[src/rtl/multicycle_control_unit_pkg.sv]
// Shared encodings for the multi-cycle controller: opcodes, mux selects,
// trap causes, FSM states and the datapath control bundle.
package ctrl_pkg;

  localparam logic [3:0] OP_NOP      = 4'h0;
  localparam logic [3:0] OP_LW       = 4'h1;
  localparam logic [3:0] OP_SW       = 4'h2;
  localparam logic [3:0] OP_RTYPE_LO = 4'h3;
  localparam logic [3:0] OP_RTYPE_HI = 4'h8;
  localparam logic [3:0] OP_BEQ      = 4'h9;
  localparam logic [3:0] OP_BNE      = 4'hA;
  localparam logic [3:0] OP_J        = 4'hB;
  localparam logic [3:0] OP_INC      = 4'hC;
  localparam logic [3:0] OP_DEC      = 4'hD;
  localparam logic [3:0] OP_CLR      = 4'hE;
  localparam logic [3:0] OP_ILLEGAL  = 4'hF;

  localparam logic [1:0] ALU_RTYPE = 2'b00;
  localparam logic [1:0] ALU_SUB   = 2'b01;
  localparam logic [1:0] ALU_ADD   = 2'b10;

  localparam logic [1:0] PC_SEQ    = 2'b00;
  localparam logic [1:0] PC_BRANCH = 2'b01;
  localparam logic [1:0] PC_JUMP   = 2'b10;

  typedef enum logic [1:0] {
    CAUSE_NONE    = 2'b00,
    CAUSE_ILLEGAL = 2'b01,
    CAUSE_TIMEOUT = 2'b10
  } trap_cause_t;

  typedef enum logic [2:0] {
    S_IDLE,
    S_FETCH,
    S_DECODE,
    S_EXEC,
    S_MEM,
    S_WB,
    S_TRAP
  } state_t;

  typedef struct packed {
    logic       reg_dst;
    logic       alu_src;
    logic       mem_to_reg;
    logic       inc;
    logic       dec;
    logic       clr;
    logic [1:0] alu_op;
  } ctrl_bundle_t;

  // Only the low nibble names an instruction; anything above it is reserved.
  function automatic logic illegal_op(input logic [3:0] op_lo, input logic upper_set);
    return upper_set || (op_lo == OP_ILLEGAL);
  endfunction

endpackage

[src/rtl/multicycle_control_unit_if.sv]
// Controller <-> datapath/memory signal bundle. The controller side is master.
interface multicycle_control_unit_if #(
  parameter int OPCODE_W = 4,
  parameter int CNT_W    = 16
);
  logic [OPCODE_W-1:0] opcode;
  logic                mem_ready;
  logic                zero;

  logic                ir_write;
  logic                pc_write;
  logic [1:0]          pc_src;
  logic                mem_read;
  logic                mem_write;
  logic                reg_write;
  logic                reg_dst;
  logic                alu_src;
  logic                mem_to_reg;
  logic [1:0]          alu_op;
  logic                inc;
  logic                dec;
  logic                clr;
  logic                trap;
  logic [1:0]          trap_cause;
  logic [CNT_W-1:0]    instr_count;

  modport master (
    input  opcode, mem_ready, zero,
    output ir_write, pc_write, pc_src, mem_read, mem_write, reg_write,
           reg_dst, alu_src, mem_to_reg, alu_op, inc, dec, clr,
           trap, trap_cause, instr_count
  );

  modport slave (
    output opcode, mem_ready, zero,
    input  ir_write, pc_write, pc_src, mem_read, mem_write, reg_write,
           reg_dst, alu_src, mem_to_reg, alu_op, inc, dec, clr,
           trap, trap_cause, instr_count
  );
endinterface

[src/rtl/multicycle_control_unit_decode.sv]
// Combinational opcode decoder: latched opcode -> control bundle and class flags.
module ctrl_decode
  import ctrl_pkg::*;
#(
  parameter int OPCODE_W = 4
) (
  input  logic [OPCODE_W-1:0] op_q,
  output ctrl_bundle_t        bundle,
  output logic                is_load,
  output logic                is_store,
  output logic                is_branch_eq,
  output logic                is_branch_ne,
  output logic                is_jump,
  output logic                is_wb,
  output logic                illegal
);
  logic [3:0] op_lo;
  assign op_lo = op_q[3:0];

  always_comb begin
    // NOTE: every output gets a default first so no path through the case infers a latch.
    bundle       = '0;
    is_load      = 1'b0;
    is_store     = 1'b0;
    is_branch_eq = 1'b0;
    is_branch_ne = 1'b0;
    is_jump      = 1'b0;
    is_wb        = 1'b0;
    illegal      = illegal_op(op_lo, (op_q >> 4) != '0);

    if (!illegal) begin
      case (op_lo) inside
        OP_NOP: bundle.alu_op = ALU_ADD;
        OP_LW: begin
          bundle.alu_src    = 1'b1;
          bundle.mem_to_reg = 1'b1;
          bundle.alu_op     = ALU_ADD;
          is_load           = 1'b1;
        end
        OP_SW: begin
          bundle.alu_src = 1'b1;
          bundle.alu_op  = ALU_ADD;
          is_store       = 1'b1;
        end
        [OP_RTYPE_LO:OP_RTYPE_HI]: begin
          bundle.reg_dst = 1'b1;
          bundle.alu_op  = ALU_RTYPE;
          is_wb          = 1'b1;
        end
        OP_BEQ: begin
          bundle.alu_op = ALU_SUB;
          is_branch_eq  = 1'b1;
        end
        OP_BNE: begin
          bundle.alu_op = ALU_SUB;
          is_branch_ne  = 1'b1;
        end
        OP_J: is_jump = 1'b1;
        OP_INC: begin
          bundle.alu_src = 1'b1;
          bundle.inc     = 1'b1;
          bundle.alu_op  = ALU_ADD;
          is_wb          = 1'b1;
        end
        OP_DEC: begin
          bundle.alu_src = 1'b1;
          bundle.dec     = 1'b1;
          bundle.alu_op  = ALU_RTYPE;
          is_wb          = 1'b1;
        end
        OP_CLR: begin
          bundle.alu_src = 1'b1;
          bundle.clr     = 1'b1;
          bundle.alu_op  = ALU_RTYPE;
          is_wb          = 1'b1;
        end
        default: ;
      endcase
    end
  end
endmodule

[src/rtl/multicycle_control_unit.sv]
// Multi-cycle sequencer: FETCH/DECODE/EXEC/MEM/WB with memory stall timeout,
// illegal-opcode trap and retired-instruction counter.
module multicycle_control_unit
  import ctrl_pkg::*;
#(
  parameter int OPCODE_W    = 4,
  parameter int MEM_TIMEOUT = 15,
  parameter int CNT_W       = 16
) (
  input logic                       clk,
  input logic                       rst_n,
  multicycle_control_unit_if.master bus
);
  localparam int WAIT_W = (MEM_TIMEOUT < 1) ? 1 : $clog2(MEM_TIMEOUT + 1);

  state_t              state;
  logic [OPCODE_W-1:0] op_q;
  logic [WAIT_W-1:0]   wait_cnt;
  logic [CNT_W-1:0]    instr_count_q;
  trap_cause_t         cause_q;

  ctrl_bundle_t bundle;
  logic is_load, is_store, is_branch_eq, is_branch_ne, is_jump, is_wb, op_q_illegal;
  logic timeout_hit;
  logic opcode_illegal;

  ctrl_decode #(.OPCODE_W(OPCODE_W)) u_decode (
    .op_q         (op_q),
    .bundle       (bundle),
    .is_load      (is_load),
    .is_store     (is_store),
    .is_branch_eq (is_branch_eq),
    .is_branch_ne (is_branch_ne),
    .is_jump      (is_jump),
    .is_wb        (is_wb),
    .illegal      (op_q_illegal)
  );

  assign timeout_hit    = (MEM_TIMEOUT != 0) && (wait_cnt == WAIT_W'(MEM_TIMEOUT));
  assign opcode_illegal = illegal_op(bus.opcode[3:0], (bus.opcode >> 4) != '0);

  always_ff @(posedge clk or negedge rst_n) begin
    // NOTE: sequential state uses non-blocking assignments so every register samples pre-edge values.
    if (!rst_n) begin
      state         <= S_IDLE;
      op_q          <= '0;
      wait_cnt      <= '0;
      instr_count_q <= '0;
      cause_q       <= CAUSE_NONE;
    end else begin
      case (state)
        S_IDLE: begin
          state    <= S_FETCH;
          wait_cnt <= '0;
        end
        S_FETCH: begin
          if (bus.mem_ready) begin
            state <= S_DECODE;
          end else if (timeout_hit) begin
            state   <= S_TRAP;
            cause_q <= CAUSE_TIMEOUT;
          end else begin
            wait_cnt <= wait_cnt + WAIT_W'(1);
          end
        end
        S_DECODE: begin
          op_q <= bus.opcode;
          if (opcode_illegal) begin
            state   <= S_TRAP;
            cause_q <= CAUSE_ILLEGAL;
          end else begin
            state <= S_EXEC;
          end
        end
        S_EXEC: begin
          if (op_q_illegal) begin
            // Unreachable from DECODE; kept so a corrupted op_q halts safely.
            state   <= S_TRAP;
            cause_q <= CAUSE_ILLEGAL;
          end else if (is_load || is_store) begin
            state    <= S_MEM;
            wait_cnt <= '0;
          end else if (is_wb) begin
            state <= S_WB;
          end else begin
            state         <= S_FETCH;
            wait_cnt      <= '0;
            instr_count_q <= instr_count_q + CNT_W'(1);
          end
        end
        S_MEM: begin
          if (bus.mem_ready) begin
            if (is_load) begin
              state <= S_WB;
            end else begin
              state         <= S_FETCH;
              wait_cnt      <= '0;
              instr_count_q <= instr_count_q + CNT_W'(1);
            end
          end else if (timeout_hit) begin
            state   <= S_TRAP;
            cause_q <= CAUSE_TIMEOUT;
          end else begin
            wait_cnt <= wait_cnt + WAIT_W'(1);
          end
        end
        S_WB: begin
          state         <= S_FETCH;
          wait_cnt      <= '0;
          instr_count_q <= instr_count_q + CNT_W'(1);
        end
        default: ;  // S_TRAP holds until reset
      endcase
    end
  end

  // Moore decode from state/op_q; only the FETCH handshake and branch pc_write look at inputs.
  always_comb begin
    bus.ir_write   = 1'b0;
    bus.pc_write   = 1'b0;
    bus.pc_src     = PC_SEQ;
    bus.mem_read   = 1'b0;
    bus.mem_write  = 1'b0;
    bus.reg_write  = 1'b0;
    bus.reg_dst    = 1'b0;
    bus.alu_src    = 1'b0;
    bus.mem_to_reg = 1'b0;
    bus.alu_op     = ALU_RTYPE;
    bus.inc        = 1'b0;
    bus.dec        = 1'b0;
    bus.clr        = 1'b0;
    bus.trap       = 1'b0;

    if (state inside {S_EXEC, S_MEM, S_WB}) begin
      bus.reg_dst    = bundle.reg_dst;
      bus.alu_src    = bundle.alu_src;
      bus.mem_to_reg = bundle.mem_to_reg;
      bus.alu_op     = bundle.alu_op;
      bus.inc        = bundle.inc;
      bus.dec        = bundle.dec;
      bus.clr        = bundle.clr;
    end

    case (state)
      S_FETCH: begin
        bus.mem_read = 1'b1;
        if (bus.mem_ready) begin
          bus.ir_write = 1'b1;
          bus.pc_write = 1'b1;
        end
      end
      S_EXEC: begin
        if (is_jump) begin
          bus.pc_write = 1'b1;
          bus.pc_src   = PC_JUMP;
        end else if (is_branch_eq) begin
          bus.pc_write = bus.zero;
          bus.pc_src   = PC_BRANCH;
        end else if (is_branch_ne) begin
          bus.pc_write = !bus.zero;
          bus.pc_src   = PC_BRANCH;
        end
      end
      S_MEM: begin
        bus.mem_read  = is_load;
        bus.mem_write = is_store;
      end
      S_WB:   bus.reg_write = 1'b1;
      S_TRAP: bus.trap      = 1'b1;
      default: ;
    endcase
  end

  assign bus.trap_cause  = cause_q;
  assign bus.instr_count = instr_count_q;

endmodule

[src/flat_wrapper.sv]
// flat-port wrapper written by rule: the top's interface ports become plain ports
module multicycle_control_unit_flat import ctrl_pkg::*;
#(
  parameter int OPCODE_W    = 4,
  parameter int MEM_TIMEOUT = 15,
  parameter int CNT_W       = 16
)
  (clk, rst_n, bus_opcode, bus_mem_ready, bus_zero, bus_ir_write, bus_pc_write, bus_pc_src, bus_mem_read, bus_mem_write, bus_reg_write, bus_reg_dst, bus_alu_src, bus_mem_to_reg, bus_alu_op, bus_inc, bus_dec, bus_clr, bus_trap, bus_trap_cause, bus_instr_count);
  multicycle_control_unit_if #(.OPCODE_W(OPCODE_W), .CNT_W(CNT_W)) bus_i ();
  input logic clk;
  input logic rst_n;
  input wire logic [$bits(bus_i.opcode)-1:0] bus_opcode;
  input wire logic [$bits(bus_i.mem_ready)-1:0] bus_mem_ready;
  input wire logic [$bits(bus_i.zero)-1:0] bus_zero;
  output wire logic [$bits(bus_i.ir_write)-1:0] bus_ir_write;
  output wire logic [$bits(bus_i.pc_write)-1:0] bus_pc_write;
  output wire logic [$bits(bus_i.pc_src)-1:0] bus_pc_src;
  output wire logic [$bits(bus_i.mem_read)-1:0] bus_mem_read;
  output wire logic [$bits(bus_i.mem_write)-1:0] bus_mem_write;
  output wire logic [$bits(bus_i.reg_write)-1:0] bus_reg_write;
  output wire logic [$bits(bus_i.reg_dst)-1:0] bus_reg_dst;
  output wire logic [$bits(bus_i.alu_src)-1:0] bus_alu_src;
  output wire logic [$bits(bus_i.mem_to_reg)-1:0] bus_mem_to_reg;
  output wire logic [$bits(bus_i.alu_op)-1:0] bus_alu_op;
  output wire logic [$bits(bus_i.inc)-1:0] bus_inc;
  output wire logic [$bits(bus_i.dec)-1:0] bus_dec;
  output wire logic [$bits(bus_i.clr)-1:0] bus_clr;
  output wire logic [$bits(bus_i.trap)-1:0] bus_trap;
  output wire logic [$bits(bus_i.trap_cause)-1:0] bus_trap_cause;
  output wire logic [$bits(bus_i.instr_count)-1:0] bus_instr_count;
  assign bus_i.opcode = bus_opcode;
  assign bus_i.mem_ready = bus_mem_ready;
  assign bus_i.zero = bus_zero;
  assign bus_ir_write = bus_i.ir_write;
  assign bus_pc_write = bus_i.pc_write;
  assign bus_pc_src = bus_i.pc_src;
  assign bus_mem_read = bus_i.mem_read;
  assign bus_mem_write = bus_i.mem_write;
  assign bus_reg_write = bus_i.reg_write;
  assign bus_reg_dst = bus_i.reg_dst;
  assign bus_alu_src = bus_i.alu_src;
  assign bus_mem_to_reg = bus_i.mem_to_reg;
  assign bus_alu_op = bus_i.alu_op;
  assign bus_inc = bus_i.inc;
  assign bus_dec = bus_i.dec;
  assign bus_clr = bus_i.clr;
  assign bus_trap = bus_i.trap;
  assign bus_trap_cause = bus_i.trap_cause;
  assign bus_instr_count = bus_i.instr_count;
  multicycle_control_unit #(.OPCODE_W(OPCODE_W), .MEM_TIMEOUT(MEM_TIMEOUT), .CNT_W(CNT_W)) u_core (.clk(clk), .rst_n(rst_n), .bus(bus_i));
endmodule
[config.mk]
export PLATFORM = sky130hd
export DESIGN_NAME = multicycle_control_unit_flat
export DESIGN_NICKNAME = d
export VERILOG_FILES = /design/src/rtl/multicycle_control_unit_pkg.sv /design/src/rtl/multicycle_control_unit_if.sv /design/src/rtl/multicycle_control_unit_decode.sv /design/src/rtl/multicycle_control_unit.sv /design/src/flat_wrapper.sv
export SDC_FILE = /design/constraint.sdc
export NUM_CORES = 1
export LEC_CHECK = 0
export ABC_AREA = 1
export BUFFER_PORTS_ARGS = -buffer_cell sky130_fd_sc_hd__buf_2
export CAP_MARGIN = 0
export CORE_MARGIN = 8
export CORE_UTILIZATION = 50
export CTS_BUF_LIST = sky130_fd_sc_hd__clkbuf_2
export DETAILED_ROUTE_END_ITERATION = 10
export GPL_ROUTABILITY_DRIVEN = 0
export HOLD_SLACK_MARGIN = 0.15
export PLACE_DENSITY = 0.85
export RECOVER_POWER = 100
export SLEW_MARGIN = 20
export SYNTH_ARGS = -nofsm -noshare
export SYNTH_HDL_FRONTEND = slang
export SYNTH_SLANG_ARGS = --single-unit
[constraint.sdc]
create_clock -name clk -period 3.6 [get_ports clk]
set_input_delay 0.9 -clock clk [delete_from_list [all_inputs] [get_ports clk]]
set_output_delay 0.9 -clock clk [all_outputs]
set_load 0.03 [all_outputs]
Word level (Yosys, flattened, before mapping) --
Index checks and enable logic that the tools add are counted.
Word-level totals: flip-flop bits (word level) 29, logic and storage cells 183, output and inout port bits 34, bits of input ports 8
Cells by class: add/subtract/negate cells 2, mux-type cells 131, equality and inequality tests 29, $lt $le $gt $ge 2, reductions and logical operators 14
Operator list (number):
- two-way mux 1 bit | 88
- two-way mux 16 bit | 5
- one-hot mux 16 bit (3 select lines) | 1
- equality test 4 bit (second input constant) | 9
- two-way mux 2 bit | 16
- two-way mux 4 bit | 7
- two-way mux 3 bit | 8
- adder 16 x 1 -> 16 bit (second input constant) | 1
- one-hot mux 4 bit (4 select lines) | 1
- one-hot mux 3 bit (5 select lines) | 1
- inequality test 2 bit (second input constant) | 7
- AND reduction 5 bit | 2
- equality test 3 bit (second input constant) | 3
- two-way mux 8 bit | 1
- equality test 3 x 2 -> 1 bit (second input constant) | 2
- inequality test 2 x 1 -> 1 bit (second input constant) | 3
- inequality test 3 bit (second input constant) | 2
- one-hot mux 2 bit (3 select lines) | 1
- AND reduction 6 bit | 1
- nonzero test 3 bit | 2
- nonzero test 5 bit | 1
- adder 4 x 1 -> 4 bit (second input constant) | 1
- equality test 4 x 1 -> 1 bit (second input constant) | 1
- equality test 4 x 2 -> 1 bit (second input constant) | 1
- 11 further kinds | 13

Logic depth before layout (Yosys ltp) --
depth in word-level cells 16, mapped depth 12, gate-level depth less buffers 10

Modules after synthesis --
A second synthesis with hierarchy kept.
Second synthesis, totals: cell total of the unflattened synthesis 350, area, all modules 2173.3 um2
By module, submodules not included:
- multicycle_control_unit | instances 1, cells an instance 312, area an instance 2001.9 um2, sequential area each 725.7 um2
- ctrl_decode | instances 1, cells an instance 38, area an instance 171.4 um2, sequential area each 0.0 um2

Least setup slack after synthesis --
OpenSTA, ideal clock, no wires.
path kind in2out, start input port bus_mem_ready, end output port bus_pc_write, setup slack 0.846 ns, data arrival time 1.854 ns, stages 3, path buffers 0, required time 2.700 ns, cells stage by stage clkinv_1 > nor2_1 > a31o_2
On the way: longest elaborated chain between the ends 2
Ends and longest elaborated chain:
- from (decl) | line flat_wrapper.sv:13 | input wire logic [$bits(bus_i.mem_ready)-1:0] bus_mem_ready;
- two-way mux 1 bit | line multicycle_control_unit.sv:147 | if (bus.mem_ready) begin
- one-hot mux 1 bit (2 select lines) | line multicycle_control_unit.sv:144 | case (state)
- to (decl) | line flat_wrapper.sv:16 | output wire logic [$bits(bus_i.pc_write)-1:0] bus_pc_write;
No other way between the ends.

Worst setup path after layout --
start register u_core.state[2], end output port bus_reg_dst
On the way: longest elaborated chain between the ends 3, elaborated cells on any way between the ends 5, those cells by class eq/ne: 3; mux: 1; reduce/logical: 1
Ends and longest elaborated chain:
- from (decl) | line multicycle_control_unit.sv:16 | state_t state;
- from (signal assigned) | line multicycle_control_unit.sv:45 | state <= S_IDLE;
- from (signal assigned) | line multicycle_control_unit.sv:53 | state <= S_FETCH;
- from (signal assigned) | line multicycle_control_unit.sv:58 | state <= S_DECODE;
- equality test 3 bit or equality test 3 x 2 -> 1 bit (tied branches) | line multicycle_control_unit.sv:134 | if (state inside {S_EXEC, S_MEM, S_WB}) begin
- nonzero test 3 bit (no source line) *
- two-way mux 1 bit * | line multicycle_control_unit.sv:134
- to (decl) | line flat_wrapper.sv:21 | output wire logic [$bits(bus_i.reg_dst)-1:0] bus_reg_dst;
Mark *: on every way between the ends. The rest lies on a longest branch, timed or not.

==> metrics.txt <==
status finished with violations; violated checks capacitance limit, slew limit; CP max-delay cell dfrtp_1; Clock Skew 0.008617 ns; largest net degree at the start of global routing 30; clock sink count 29; fraction of layout cells with a size suffix above 1 0.08023; Post-synth EDFFs 0; Crit path largest cell delay 0.46 ns; FMAX 0.3312 GHz; NumNets Final 358; Syn. warnings 0; CTS max path bufs 2; period utilization 0.8388; drt first pass iters 5; Reg2Reg Capture Point u_core.bus.instr_count[4]; WL final 5226 µm; WHS Path Cells 2; synth top area cells dfrtp_1 35%, nand2_1 18%, nand3_1 9.8%; VDD IR-drop max 0.1869 mV; crit-path cells inv_1 -> nand2_1 -> nor2_8 -> inv_4 -> nand2_8 -> inv_1 -> a221oi_1 -> clkbuf_1; Finish-stage setup viols 0; worst-skew pair later-pin latency 0.36 ns; Die Wd 80.78 µm; Post-DP HPWL 3908 µm; Worst EP required 2.70 ns; static leakage 1.117 nW; post-layout min period 3.020 ns; io pins 42; Worst Path Max Fanout 6; die area 6525 µm²; ANT nets after route 0; Worst Tran Pin Value 1.538 ns; FF-to-FF Start u_core.state[2]; wire per inst 13.10 µm; Starting Density 0.5208; Hold EP u_core.wait_cnt[3]; Total Routing Usage GR 0.1622; synthesis-to-layout area growth 9.541%; RSZ-0062 raised after global routing no; Antenna diodes 0; Post-CTS Setup Inserts 0; Slew HR -0.02557; Post-Syn Area per Cell 6.902 µm²; Hold Vio Cnt, Final 0; Final WS setup 0.5803 ns; CP top delay family buffers and inverters; vias in the first global route 1878; H-tree depth 2; cell mode on critical path inv_1; post-synth top area share 0.3459; CTS tree built; pre-CTS setup slack 0.8622 ns; CTS buffer count 5; most frequent cells after synthesis 98 x nand2_1, 41 x nand3_1, 31 x nor2_1, 29 x dfrtp_1, 27 x inv_1; Root Buffer clkbuf_2; DR DRC count 0; min-delay src u_core.wait_cnt[3]; Hold/Removal Path Class reg2reg; Final TNS setup 0 ns; CP Buf/Inv Count 4; reg2reg path depth 10; Pwr per Cell Area 249.8 nW/µm²; most frequent cell after synthesis nand2_1; Syn Nets 314; total grt overflow 0; Netlist Area Pre-Place 2098 µm²; Placeable Area 4029 µm²; sequential fraction of the synthesis area 0.3459; via/cell ratio 5.298; clk slew on worst S/H paths 0.15 ns; #FFs+latches synth 29; Die H 80.78 µm; r2r setup slk 0.85 ns; Synth area leader dfrtp_1; Post-CTS Resized 0; Hold-fix buffers, CTS 0; DR iter-0 viols 149; CP Capture Type primary output; initial antenna violation count 0; Vias 2114; Crit Path Class reg2out; ys flop type dfrtp_1; first-pass GRT wire length 8562 µm; Worst Path Arrival 2.12 ns; Unique masters post-synth 31; Final Slew Violations 30; Port Buffers 41; Post-Synthesis Cells 304; Max-cap violations 1; Startpoint Class flop; Async SR Flop Fraction 1.000; Core Rows 23
state kept, by name, summed over array words and instances, names as in the netlist:
signal and flops:
u_core.op_q 4, u_core.bus.trap_cause 2, u_core.wait_cnt 4, u_core.state 3, u_core.bus.instr_count 16
worst max-delay path by stage:
| stage | startpoint | to | slack [ns] | depth (start not counted) |
|---|---|---|---|---|
| after detailed placement | bus_mem_ready | bus_pc_write | 0.86 | 5 |
| after global routing | u_core.state[2] | bus_reg_dst | 0.35 | 8 |
| final | u_core.state[2] | bus_reg_dst | 0.58 | 8 |
| after CTS | u_core.state[2] | bus_reg_dst | 0.76 | 8 |
| after floorplan | bus_mem_ready | bus_pc_write | 0.85 | 3 |
| after global placement | bus_mem_ready | bus_pc_write | 0.89 | 5 |
logic make-up after synthesis:
family	after synthesis	synth area share
xor gates and xnor gates	11	0.04591
AOI/OAI and AO/OA	24	0.07097
DFF	29	0.3459
adders and majority gates	2	0.01192
and+or+nand+nor	201	0.4496
buffers and inverters	37	0.07573
final cells by class:
cell class	instances	area (µm²)
Fill cell	395	1730
Inverter	33	126.4
Clock buffer	6	30.03
Tap cell	50	62.56
Clock inverter	2	33.78
Timing Repair Buffer	41	161.4
Sequential cell	29	725.7
Multi-Input combinational cell	238	1159
worst register-to-register path, cell delays in order (launching register included):
cell	delay [ns]
dfrtp_1	0.46
inv_1	0.13
nand2_1	0.18
nor2_8	0.19
inv_4	0.09
nand2_8	0.07
o21ai_0	0.13
nor2_1	0.92
nand2_4	0.30
nand2_1	0.13
nand2_1	0.06
layout by cell type, fill, tap and decap left out:
cell,count
nand3_1,42
nor2_1,32
dfrtp_1,29
nor2_4,1
nand2_1,107
a31o_2,1
nand2_2,2
xnor2_1,7
buf_2,6
ha_1,2
clkbuf_2,6
inv_4,1
a21oi_1,3
xor2_1,4
o2111ai_1,1
nor4_1,1
nand2_4,2
nor2_8,1
o211ai_1,1
bufinv_16,1
inv_1,28
o31ai_1,1
nand4_1,9
a31oi_1,1
clkbuf_1,35
clkinv_1,2
nor2_2,3
nand2_8,1
o21ai_0,15
inv_2,3
a221oi_1,1
where the power goes:
part	switching, W	leakage, nW	total (W)	internal, W
Sequential	0	0.358	0.000326	0.000326
Clock	0.000116	0.0406	0.000235	0.000119
Combinational	0.0000104	0.718	0.0000135	0.00000309
metal layers:
metal / vias to the layer above / track usage / routed length, µm
li1: 1074 / - / -
met1: 940 / 0.2174 / 2486
met2: 91 / 0.2462 / 2249
met3: 9 / 0.04415 / 414
met4: 0 / 0.05536 / 75
met5: - / 0 / 0
metrics by stage:
stage	hold slack (ns)	total power [W]	instance area [µm²]	util	instances
2_1_floorplan	0.4746	0.0003343	2098	-	304
3_3_place_gp	0.4944	0.0003460	2333	0.5792	391
3_5_place_dp	0.5175	0.0003466	2333	0.5792	391
4_1_cts	0.5382	0.0005821	2397	0.5950	399
5_1_grt	0.5853	0.0006093	2298	0.5705	399
6_report	0.5618	0.0005742	2298	0.5705	399
(Power assumes the default switching activity.)
